`src/rtl/grf_wb_queue_pkg.sv`:
```
// Shared widths, the zero-register constant and the queue entry layout for the
// register-file write-back initiator.
package grf_wb_queue_pkg;

    localparam int WB_ADDR_W = 5;
    localparam int WB_DATA_W = 32;
    localparam int WB_PC_W   = 32;

    localparam logic [WB_ADDR_W-1:0] REG_ZERO = 5'd0;

    typedef struct packed {
        logic                 valid;
        logic [WB_ADDR_W-1:0] addr;
        logic [WB_DATA_W-1:0] data;
        logic [WB_PC_W-1:0]   pc;
    } wb_entry_t;

    localparam wb_entry_t ENTRY_NULL = {$bits(wb_entry_t){1'b0}};

    // Register $0 is hard-wired, so it never produces a read hazard.
    function automatic logic addr_hit(input logic [WB_ADDR_W-1:0] entry_addr,
                                      input logic [WB_ADDR_W-1:0] read_addr);
        return (read_addr != REG_ZERO) && (entry_addr == read_addr);
    endfunction

endpackage

```
`src/rtl/grf_wb_fifo.sv`:
```
// In-order storage for secondary write-backs: entry array, head/tail pointers,
// occupancy count, per-entry WAW squash and decode read-hazard match.
module grf_wb_fifo
    import grf_wb_queue_pkg::*;
#(
    parameter int DEPTH = 4
) (
    input  logic                   clk_i,
    input  logic                   rst_ni,
    input  logic                   push_i,
    input  logic [WB_ADDR_W-1:0]   push_addr_i,
    input  logic [WB_DATA_W-1:0]   push_data_i,
    input  logic [WB_PC_W-1:0]     push_pc_i,
    input  logic                   pop_i,
    input  logic                   squash_i,
    input  logic [WB_ADDR_W-1:0]   squash_addr_i,
    input  logic [WB_ADDR_W-1:0]   chk_a1_i,
    input  logic [WB_ADDR_W-1:0]   chk_a2_i,
    output wb_entry_t              head_o,
    output logic                   empty_o,
    output logic                   full_o,
    output logic [$clog2(DEPTH):0] count_o,
    output logic                   busy_o
);

    localparam int PTR_W = $clog2(DEPTH);
    localparam int CNT_W = PTR_W + 1;

    wb_entry_t        mem_q [DEPTH];
    wb_entry_t        mem_d [DEPTH];
    logic [PTR_W-1:0] head_q, head_d;
    logic [PTR_W-1:0] tail_q, tail_d;
    logic [CNT_W-1:0] count_q, count_d;
    logic             busy_s;

    // Next-state: squash matching entries, retire the head, append at the tail.
    always_comb begin
        for (int i = 0; i < DEPTH; i++) begin
            mem_d[i]       = mem_q[i];
            mem_d[i].valid = mem_q[i].valid &
                             ~(squash_i && (mem_q[i].addr == squash_addr_i));
        end
        if (pop_i) begin
            mem_d[head_q].valid = 1'b0;
            head_d              = head_q + PTR_W'(1);
        end else begin
            head_d = head_q;
        end
        // A push never lands on the slot being popped: push requires not-full.
        if (push_i) begin
            mem_d[tail_q] = '{valid: 1'b1, addr: push_addr_i,
                              data: push_data_i, pc: push_pc_i};
            tail_d        = tail_q + PTR_W'(1);
        end else begin
            tail_d = tail_q;
        end
        case ({push_i, pop_i})
            2'b10:   count_d = count_q + CNT_W'(1);
            2'b01:   count_d = count_q - CNT_W'(1);
            default: count_d = count_q;
        endcase
    end

    // Storage and pointer registers; reset drops every queued write.
    always_ff @(posedge clk_i or negedge rst_ni) begin
        if (!rst_ni) begin
            for (int i = 0; i < DEPTH; i++) begin
                mem_q[i] <= ENTRY_NULL;
            end
            head_q  <= {PTR_W{1'b0}};
            tail_q  <= {PTR_W{1'b0}};
            count_q <= {CNT_W{1'b0}};
        end else begin
            for (int i = 0; i < DEPTH; i++) begin
                mem_q[i] <= mem_d[i];
            end
            head_q  <= head_d;
            tail_q  <= tail_d;
            count_q <= count_d;
        end
    end

    // Read-hazard match over live entries only; holes never stall decode.
    always_comb begin
        busy_s = 1'b0;
        for (int i = 0; i < DEPTH; i++) begin
            busy_s = busy_s | (mem_q[i].valid &
                     (addr_hit(mem_q[i].addr, chk_a1_i) |
                      addr_hit(mem_q[i].addr, chk_a2_i)));
        end
    end

    assign head_o  = mem_q[head_q];
    assign empty_o = (count_q == {CNT_W{1'b0}});
    assign full_o  = (count_q == CNT_W'(DEPTH));
    assign count_o = count_q;
    assign busy_o  = busy_s;

endmodule

```
`src/rtl/grf_wb_queue.sv`:
```
// Register-file write-port initiator: primary results win, queued secondary
// results fill idle cycles. Optional same-cycle bypass: WB_QUEUE_BYPASS_EN.
module grf_wb_queue
    import grf_wb_queue_pkg::*;
#(
    parameter int DEPTH = 4
) (
    input  logic                   clk_i,
    input  logic                   rst_ni,
    input  logic                   pri_we_i,
    input  logic [4:0]             pri_addr_i,
    input  logic [31:0]            pri_data_i,
    input  logic [31:0]            pri_pc_i,
    input  logic                   sec_valid_i,
    output logic                   sec_ready_o,
    input  logic [4:0]             sec_addr_i,
    input  logic [31:0]            sec_data_i,
    input  logic [31:0]            sec_pc_i,
    output logic                   grf_we_o,
    output logic [4:0]             grf_addr_o,
    output logic [31:0]            grf_data_o,
    output logic [31:0]            grf_pc_o,
    input  logic [4:0]             chk_a1_i,
    input  logic [4:0]             chk_a2_i,
    output logic                   busy_o,
    output logic [$clog2(DEPTH):0] count_o
);

    logic      pri_live_s;
    logic      accept_s;
    logic      sec_nz_s;
    logic      waw_drop_s;
    logic      bypass_s;
    logic      push_s;
    logic      pop_s;
    logic      empty_s;
    logic      full_s;
    wb_entry_t head_s;

    assign pri_live_s = pri_we_i && (pri_addr_i != REG_ZERO);

    // Readiness looks only at registered occupancy, so a full queue refuses
    // a push even in a cycle where the head drains.
    assign sec_ready_o = rst_ni && !full_s;
    assign accept_s    = sec_valid_i && sec_ready_o;
    assign sec_nz_s    = (sec_addr_i != REG_ZERO);
    assign waw_drop_s  = pri_live_s && (sec_addr_i == pri_addr_i);

`ifdef WB_QUEUE_BYPASS_EN
    assign bypass_s = accept_s && sec_nz_s && empty_s && !pri_live_s;
`else
    assign bypass_s = 1'b0;
`endif

    assign push_s = accept_s && sec_nz_s && !waw_drop_s && !bypass_s;
    assign pop_s  = !pri_live_s && !empty_s;

    grf_wb_fifo #(
        .DEPTH(DEPTH)
    ) u_fifo (
        .clk_i         (clk_i),
        .rst_ni        (rst_ni),
        .push_i        (push_s),
        .push_addr_i   (sec_addr_i),
        .push_data_i   (sec_data_i),
        .push_pc_i     (sec_pc_i),
        .pop_i         (pop_s),
        .squash_i      (pri_live_s),
        .squash_addr_i (pri_addr_i),
        .chk_a1_i      (chk_a1_i),
        .chk_a2_i      (chk_a2_i),
        .head_o        (head_s),
        .empty_o       (empty_s),
        .full_o        (full_s),
        .count_o       (count_o),
        .busy_o        (busy_o)
    );

    // Write-port source select: primary, then bypassed secondary, then head.
    always_comb begin
        if (!rst_ni) begin
            grf_we_o   = 1'b0;
            grf_addr_o = REG_ZERO;
            grf_data_o = {WB_DATA_W{1'b0}};
            grf_pc_o   = {WB_PC_W{1'b0}};
        end else if (pri_live_s) begin
            grf_we_o   = 1'b1;
            grf_addr_o = pri_addr_i;
            grf_data_o = pri_data_i;
            grf_pc_o   = pri_pc_i;
        end else if (bypass_s) begin
            grf_we_o   = 1'b1;
            grf_addr_o = sec_addr_i;
            grf_data_o = sec_data_i;
            grf_pc_o   = sec_pc_i;
        end else if (!empty_s) begin
            grf_we_o   = head_s.valid;
            grf_addr_o = head_s.addr;
            grf_data_o = head_s.data;
            grf_pc_o   = head_s.pc;
        end else begin
            grf_we_o   = 1'b0;
            grf_addr_o = REG_ZERO;
            grf_data_o = {WB_DATA_W{1'b0}};
            grf_pc_o   = {WB_PC_W{1'b0}};
        end
    end

endmodule

```
`config.mk`:
```
export PLATFORM = sky130hd
export DESIGN_NAME = grf_wb_queue
export DESIGN_NICKNAME = d
export VERILOG_FILES = /design/src/rtl/grf_wb_queue_pkg.sv /design/src/rtl/grf_wb_fifo.sv /design/src/rtl/grf_wb_queue.sv
export SDC_FILE = /design/constraint.sdc
export NUM_CORES = 1
export LEC_CHECK = 0
export ABC_AREA = 1
export CAP_MARGIN = 20
export CORE_UTILIZATION = 40
export DETAILED_ROUTE_END_ITERATION = 8
export PLACE_DENSITY = 0.6
export SLEW_MARGIN = 20
export SYNTH_ARGS = -nofsm -noshare
export SYNTH_HDL_FRONTEND = slang
export SYNTH_SLANG_ARGS = --single-unit
```
`constraint.sdc`:
```
create_clock -name clk_i -period 2.1 [get_ports clk_i]
set_input_delay 0.315 -clock clk_i [delete_from_list [all_inputs] [get_ports clk_i]]
set_output_delay 0.315 -clock clk_i [all_outputs]
set_load 0.005 [all_outputs]
```
* Word level (Yosys, flattened, before mapping)
Index checks and enable logic that the tools add are counted.
Storage, ports and cells: register bits after elaboration 287, output and inout bits 75, logic and storage cells 119
Cells by class: add/sub/neg operators 4, order comparisons 4, equal/unequal tests 16, multiplexer cells 24, bitwise gates (word level) 21, reductions and logical operators 31
Operator list (number):
- bitwise mux 280 bit | 2
- two-way mux 280 bit | 2
- demux 70 bit (select 2 bit) | 2
- two-way mux 70 bit | 4
- two-way mux 32 bit | 6
- binary-select mux 70 bit (select 2 bit) | 1
- equality test 5 bit | 13
- logical AND 1 bit | 21
- nonzero test 5 bit | 4
- two-way mux 5 bit | 3
- AND 1 bit | 8
- bitwise OR 1 bit | 7
- >= comparator 3 bit, second input constant | 2
- less-than comparator 3 x 1 -> 1 bit, second input constant | 2
- NOT 2 -> 3 bit | 2
- case mux 3 bit (2 select lines) | 1
- adder 2 x 1 -> 2 bit, second input constant | 2
- zero test 1 bit | 4
- NOT 1 bit | 4
- adder 3 x 1 -> 3 bit, second input constant | 1
- equality test 3 bit, second input constant | 1
- zero test 3 bit | 1
- two-way mux 1 bit | 3
- subtractor 3 x 1 -> 3 bit, second input constant | 1
- other kinds (3) | 3

* Longest topological paths before layout
Gate-level depths: netlist of run 1.
depth after elaboration 9, mapped depth 15

* Hierarchy
From an unflattened synthesis of run 1, not the netlist that was laid out.
Unflattened totals: cell total of the unflattened synthesis 1895, area total of the unflattened synthesis 15045.7 µm²
By module, submodules not included:
- grf_wb_fifo | times used 1, cells an instance 1604, area each 13412.9 µm², seq. area each 7181.9 µm²
- grf_wb_queue | times used 1, cells an instance 291, area each 1632.8 µm², seq. area each 0.0 µm²

* Worst setup path before layout of run 1
Ideal clock, no wire load.
path type input -> register, start in pri_addr_i[3], end reg u_fifo.count_q[2] (netlist: u_fifo.count_o[2]), setup time 80 ps, arrival 2055 ps, slack -35 ps, cell stages on the path 15, cells stage by stage buf_2 > inv_1 > nand3_1 > nand2_1 > inv_2 > nand3_2 > buf_2 > nand2_1 > ha_1 > inv_1 > fa_1 > nor2_1 > nor2_1 > nand2_1 > xnor2_1
On the way: word-level cells in the longest chain between the ends 7, elaborated cells between the ends (all ways) 12
Ends and longest elaborated chain:
- start: declaration | RTL line grf_wb_queue.sv:11 | input logic [4:0] pri_addr_i,
- nonzero test 5 bit | RTL line grf_wb_queue.sv:40 | assign pri_live_s = pri_we_i && (pri_addr_i != REG_ZERO);
- logical AND 1 bit | RTL line grf_wb_queue.sv:40
- logical AND 1 bit | RTL line grf_wb_queue.sv:47 | assign waw_drop_s = pri_live_s && (sec_addr_i == pri_addr_i);
- zero test 1 bit | RTL line grf_wb_queue.sv:55 | assign push_s = accept_s && sec_nz_s && !waw_drop_s && !bypass_s;
- logical AND 1 bit | RTL line grf_wb_queue.sv:55
- equality test 2 x 1 -> 1 bit or equality test 2 bit (tied branches) | RTL line grf_wb_fifo.sv:57 | case ({push_i, pop_i})
- case mux 3 bit (2 select lines) or nonzero test 2 bit (tied branches)
- end signal: assignment | RTL line grf_wb_fifo.sv:72 | count_q <= {CNT_W{1'b0}};
- end signal: assignment | RTL line grf_wb_fifo.sv:79 | count_q <= count_d;
- end: declaration | RTL line grf_wb_fifo.sv:33 | logic [CNT_W-1:0] count_q, count_d;
Several ways; a longest one is shown, not always the timed one. A chain may end at the register's enable or synchronous reset.

* Worst setup path in the final report of run 1
start reg u_fifo.head_q[0], end out grf_data_o[26]
On the way: word-level cells in the longest chain between the ends 7
Ends and longest elaborated chain:
- start: declaration | RTL line grf_wb_fifo.sv:31 | logic [PTR_W-1:0] head_q, head_d;
- start signal: assignment | RTL line grf_wb_fifo.sv:70 | head_q <= {PTR_W{1'b0}};
- NOT 2 -> 3 bit (not written as such) | RTL line grf_wb_fifo.sv:93 | assign head_o = mem_q[head_q];
- binary-select mux 70 bit (select 2 bit) | RTL line grf_wb_fifo.sv:93
- two-way mux 70 bit (not written as such) (2 in series) | RTL line grf_wb_fifo.sv:93
- two-way mux 32 bit | RTL line grf_wb_queue.sv:96 | end else if (!empty_s) begin
- two-way mux 32 bit | RTL line grf_wb_queue.sv:86 | end else if (pri_live_s) begin
- two-way mux 32 bit | RTL line grf_wb_queue.sv:81 | if (!rst_ni) begin
- end: declaration | RTL line grf_wb_queue.sv:21 | output logic [31:0] grf_data_o,
No other way between the ends. The select of a mux whose other input is x is not followed.

==> impl_metrics.env, run 1 <==
export IMPL_status="finished with violations"
export IMPL_violations="setup timing"
export IMPL_crit_fanout=6
export IMPL_routed_wl_um=61600
export IMPL_io_buffer_count=226
export IMPL_avgSynthCellArea_sq_um=7.44
export IMPL_start_util_pct=40.8
export IMPL_core_sq_um=38900
export IMPL_rsz0062_at_grt="true"
export IMPL_synthesis_nets=2295
export IMPL_syn2layout_area_growth_pct=43.1
export IMPL_grt_overflow=0
export IMPL_cts_sinks=287
export IMPL_finalNetCount=2575
export IMPL_antenna_found_initial=0
export IMPL_end_kind="output pin"
export IMPL_synth_seq_cells=287
export IMPL_cts_made_buffers=36
export IMPL_max_freq_mhz=396
export IMPL_yosys_area_share_simple_pct=34.5
export IMPL_mostFrequentLayoutCells="nand2_1, dfrtp_1, nand4_1"
export IMPL_criticalPathCategory="flip-flop to output pin"
export IMPL_layout_min_cycle_time_ps=2530
export IMPL_yosysSeqAreaShare_pct=45.3
export IMPL_slew_violations=0
export IMPL_route_detailed_drc=0
export IMPL_yosysWarnings=0
export IMPL_cp_num_cells=10
export IMPL_diodes=0
export IMPL_path_cells="inv_12 -> buf_8 -> buf_12 -> buf_12 -> buf_8 -> o21ai_1 -> o22ai_2 -> nand2_1 -> a21oi_1 -> buf_2"
export IMPL_drtAntennaViolNets=0
export IMPL_crit_required_ps=1780
export IMPL_tightest_slew_ps=956
export IMPL_tritoncts="done"
export IMPL_cts_path_max_buffers=3
export IMPL_ff2ff_setup_slack_ps=80
export IMPL_timing_final_crit_share_pct=120
export IMPL_synth_xor_area_share_pct=2.93
export IMPL_crit_family="buffers and inverters"
export IMPL_num_rows=72
export IMPL_vias=16794
export IMPL_cp_arrival_ps=2210
export IMPL_vdd_drop_max_v=0.000785
export IMPL_gp_congestion=0.884
export IMPL_timing_slew_headroom_pct=36.3
export IMPL_dp_hpwl_um=33900
export IMPL_cp_endpoint="grf_data_o[26]"
export IMPL_crit_path_max_incr_delay_ps=560
export IMPL_die_w_um=201
export IMPL_slowest_stage="dfrtp_4"
export IMPL_synth_top_family_by_area="simple AND/OR/NAND/NOR gates"
export IMPL_vias_per_cell=5.69
export IMPL_setup_viol=71
export IMPL_cts_max_level=2
export IMPL_worst_setup_path_start_kind="flip-flop"
export IMPL_syn_inst=2133
export IMPL_final_util_pct=58.3
export IMPL_syn_area_sq_um=15900
export IMPL_gr_usage_all_layers_pct=28.5
export IMPL_hold_class="input port to asynchronous set/reset pin"
export IMPL_first_global_vias=15868
export IMPL_ys_flop_type="dfrtp_1"
export IMPL_synthArstFlopShare_pct=100
export IMPL_synthAdderAreaFrac_pct=0.836
export IMPL_cts_root_buf="clkbuf_16"
export IMPL_hold_viol=0
export IMPL_synth_compound_area_share_pct=9.74
export IMPL_drive_gt1_share_pct=23.2
export IMPL_setup_worst_path_start="u_fifo.head_q[0]$_DFFE_PN0N_"
export IMPL_dr_pass1_iters=5
export IMPL_setup_ws_ps=-425
export IMPL_leakage_nw=10.8
export IMPL_r2r_start="u_fifo.count_o[0]$_DFFE_PN0P_"
export IMPL_grt_max_degree=139
export IMPL_critPathBufInv=6
export IMPL_clk_latency_ps=520
export IMPL_fin_skew_ps=8.97
export IMPL_r2r_end="u_fifo.mem_q[0]$_DFFE_PN0P_"
export IMPL_grt_pass1_wl_um=90900
export IMPL_drt_iter0_markers=1376
export IMPL_wl_per_cell_um=20.9
export IMPL_cts_clk_slew_worst_paths_ps=60
export IMPL_final_common_cell="nand2_1"
export IMPL_die_area_sq_um=40500
export IMPL_synth_edf_count=0
export IMPL_rr_worst_depth=9
export IMPL_cap_violations=0
export IMPL_synth_area_mux_share_pct=0
export IMPL_pin_count=227
export IMPL_fillers=3506
export IMPL_synth_cell_types=27
export IMPL_hold_ws_ps=280
export IMPL_power_density_nw_per_um2=1510
export IMPL_die_y_um=201
cells in the mapped netlist, types with 2 or more instances:
master / number / area (sq um)
a21oi_1: 77 / 385
buf_1: 12 / 45.0
buf_2: 102 / 510
buf_4: 5 / 37.5
clkbuf_1: 87 / 327
clkinv_1: 2 / 7.51
dfrtp_1: 287 / 7180
ha_1: 9 / 113
inv_1: 29 / 109
inv_2: 4 / 15.0
nand2_1: 787 / 2950
nand3_1: 11 / 55.1
nand3_4: 4 / 70.1
nand4_1: 278 / 1740
nor2_1: 161 / 604
nor3_1: 6 / 30.0
o21ai_0: 147 / 736
o22ai_1: 65 / 407
xnor2_1: 30 / 263
xor2_1: 23 / 201
what timing repair did:
action / CTS / global route
hold endpoints to repair: 9 / 0
pin swaps: 44 / 136
buffers inserted: 33 / 38
cloned: 11 / 19
gates resized for setup: 257 / 409
hold buffers: 1 / 0
endpoints found under the setup margin: 241 / 242
sequential cells by signal (all words and copies together) (netlist names):
| register | count |
|---|---|
| u_fifo.mem_q | 280 |
| u_fifo.count_o | 3 |
| u_fifo.head_q | 2 |
| u_fifo.tail_q | 2 |
layer usage:
layer  vias to the layer above  GRT usage (%)  wire length, um
met5                         -              0                0
met4                         0           10.2             1920
met1                      8274           38.9            26400
met3                       107           3.89             3990
met2                       669           46.3            29300
li1                       7744              -                -
cells by family after synthesis:
kind of cell    count (synthesis)
compound gates                291
xor+xnor                       53
fa+ha+maj                      10
buf+inv                       242
flops                         287
simple gates                 1250
worst min-delay path, cell delays in order:
cell,delay (ps)
buf_8,70
dlygate4sd3_1,540
buf_4,220
metrics by stage:
stage               setup TNS [ps]  std cells  instance area, sq um  worst slack (ps)  power, mW
finish                      -21470       2949                 22700              -425       34.2
global route                -27050       2949                 22700              -508       36.2
CTS                         -30190       2899                 21300              -690       30.6
detailed placement         -154590       2799                 19400              -687       22.8
global placement           -160930       2799                 19400              -715       22.6
floorplan                        0       2133                 15900              6.30       17.0
area by class of cell:
cell class                      count  area, sq um  share of cell area (%)
Multi-Input combinational cell   1604         8640                    38.1
Sequential cell                   287         7190                    31.7
Timing Repair Buffer              448         4920                    21.7
Clock buffer                       51         1060                    4.66
Tap cell                          518          648                    2.85
Inverter                           35          153                   0.672
Clock inverter                      5         75.1                   0.331
Timing Repair inverter              1         11.3                  0.0496
where the power goes:
part / switching (mW) / internal (mW) / leakage [nW] / total (mW)
clock: 2.40 / 3.71 / 0.561 / 6.11
combinational: 9.93 / 8.26 / 6.68 / 18.2
sequential: 1.82 / 8.07 / 3.60 / 9.89
total: 14.2 / 20.0 / 10.8 / 34.2
how the worst min path moves through the flow:
| stage | start | end | slack, ps | cells after the start |
|---|---|---|---|---|
| finish | rst_ni | u_fifo.mem_q[57]$_DFFE_PN0P_ | 280 | 3 |
| global route | rst_ni | u_fifo.mem_q[57]$_DFFE_PN0P_ | 310 | 3 |
| CTS | rst_ni | u_fifo.mem_q[57]$_DFFE_PN0P_ | 270 | 3 |
| detailed placement | rst_ni | u_fifo.mem_q[197]$_DFFE_PN0P_ | 250 | 2 |
| global placement | rst_ni | u_fifo.mem_q[197]$_DFFE_PN0P_ | 260 | 2 |
| floorplan | rst_ni | u_fifo.count_o[0]$_DFFE_PN0P_ | 20 | 0 |
(Power assumes the default switching activity.)
==> run 2, diff against run 1 <==
Settings changed: CTS_CLUSTER_DIAMETER set to 80.
==> results of run 2 <==
Same layout as run 1: the final DEF is identical, and so are final timing and power.
==> run 3, diff against run 2 <==
Settings changed: SLEW_MARGIN 20 to not set.
==> results of run 3 <==
Same layout as run 1: the final DEF is identical, and so are final timing and power.
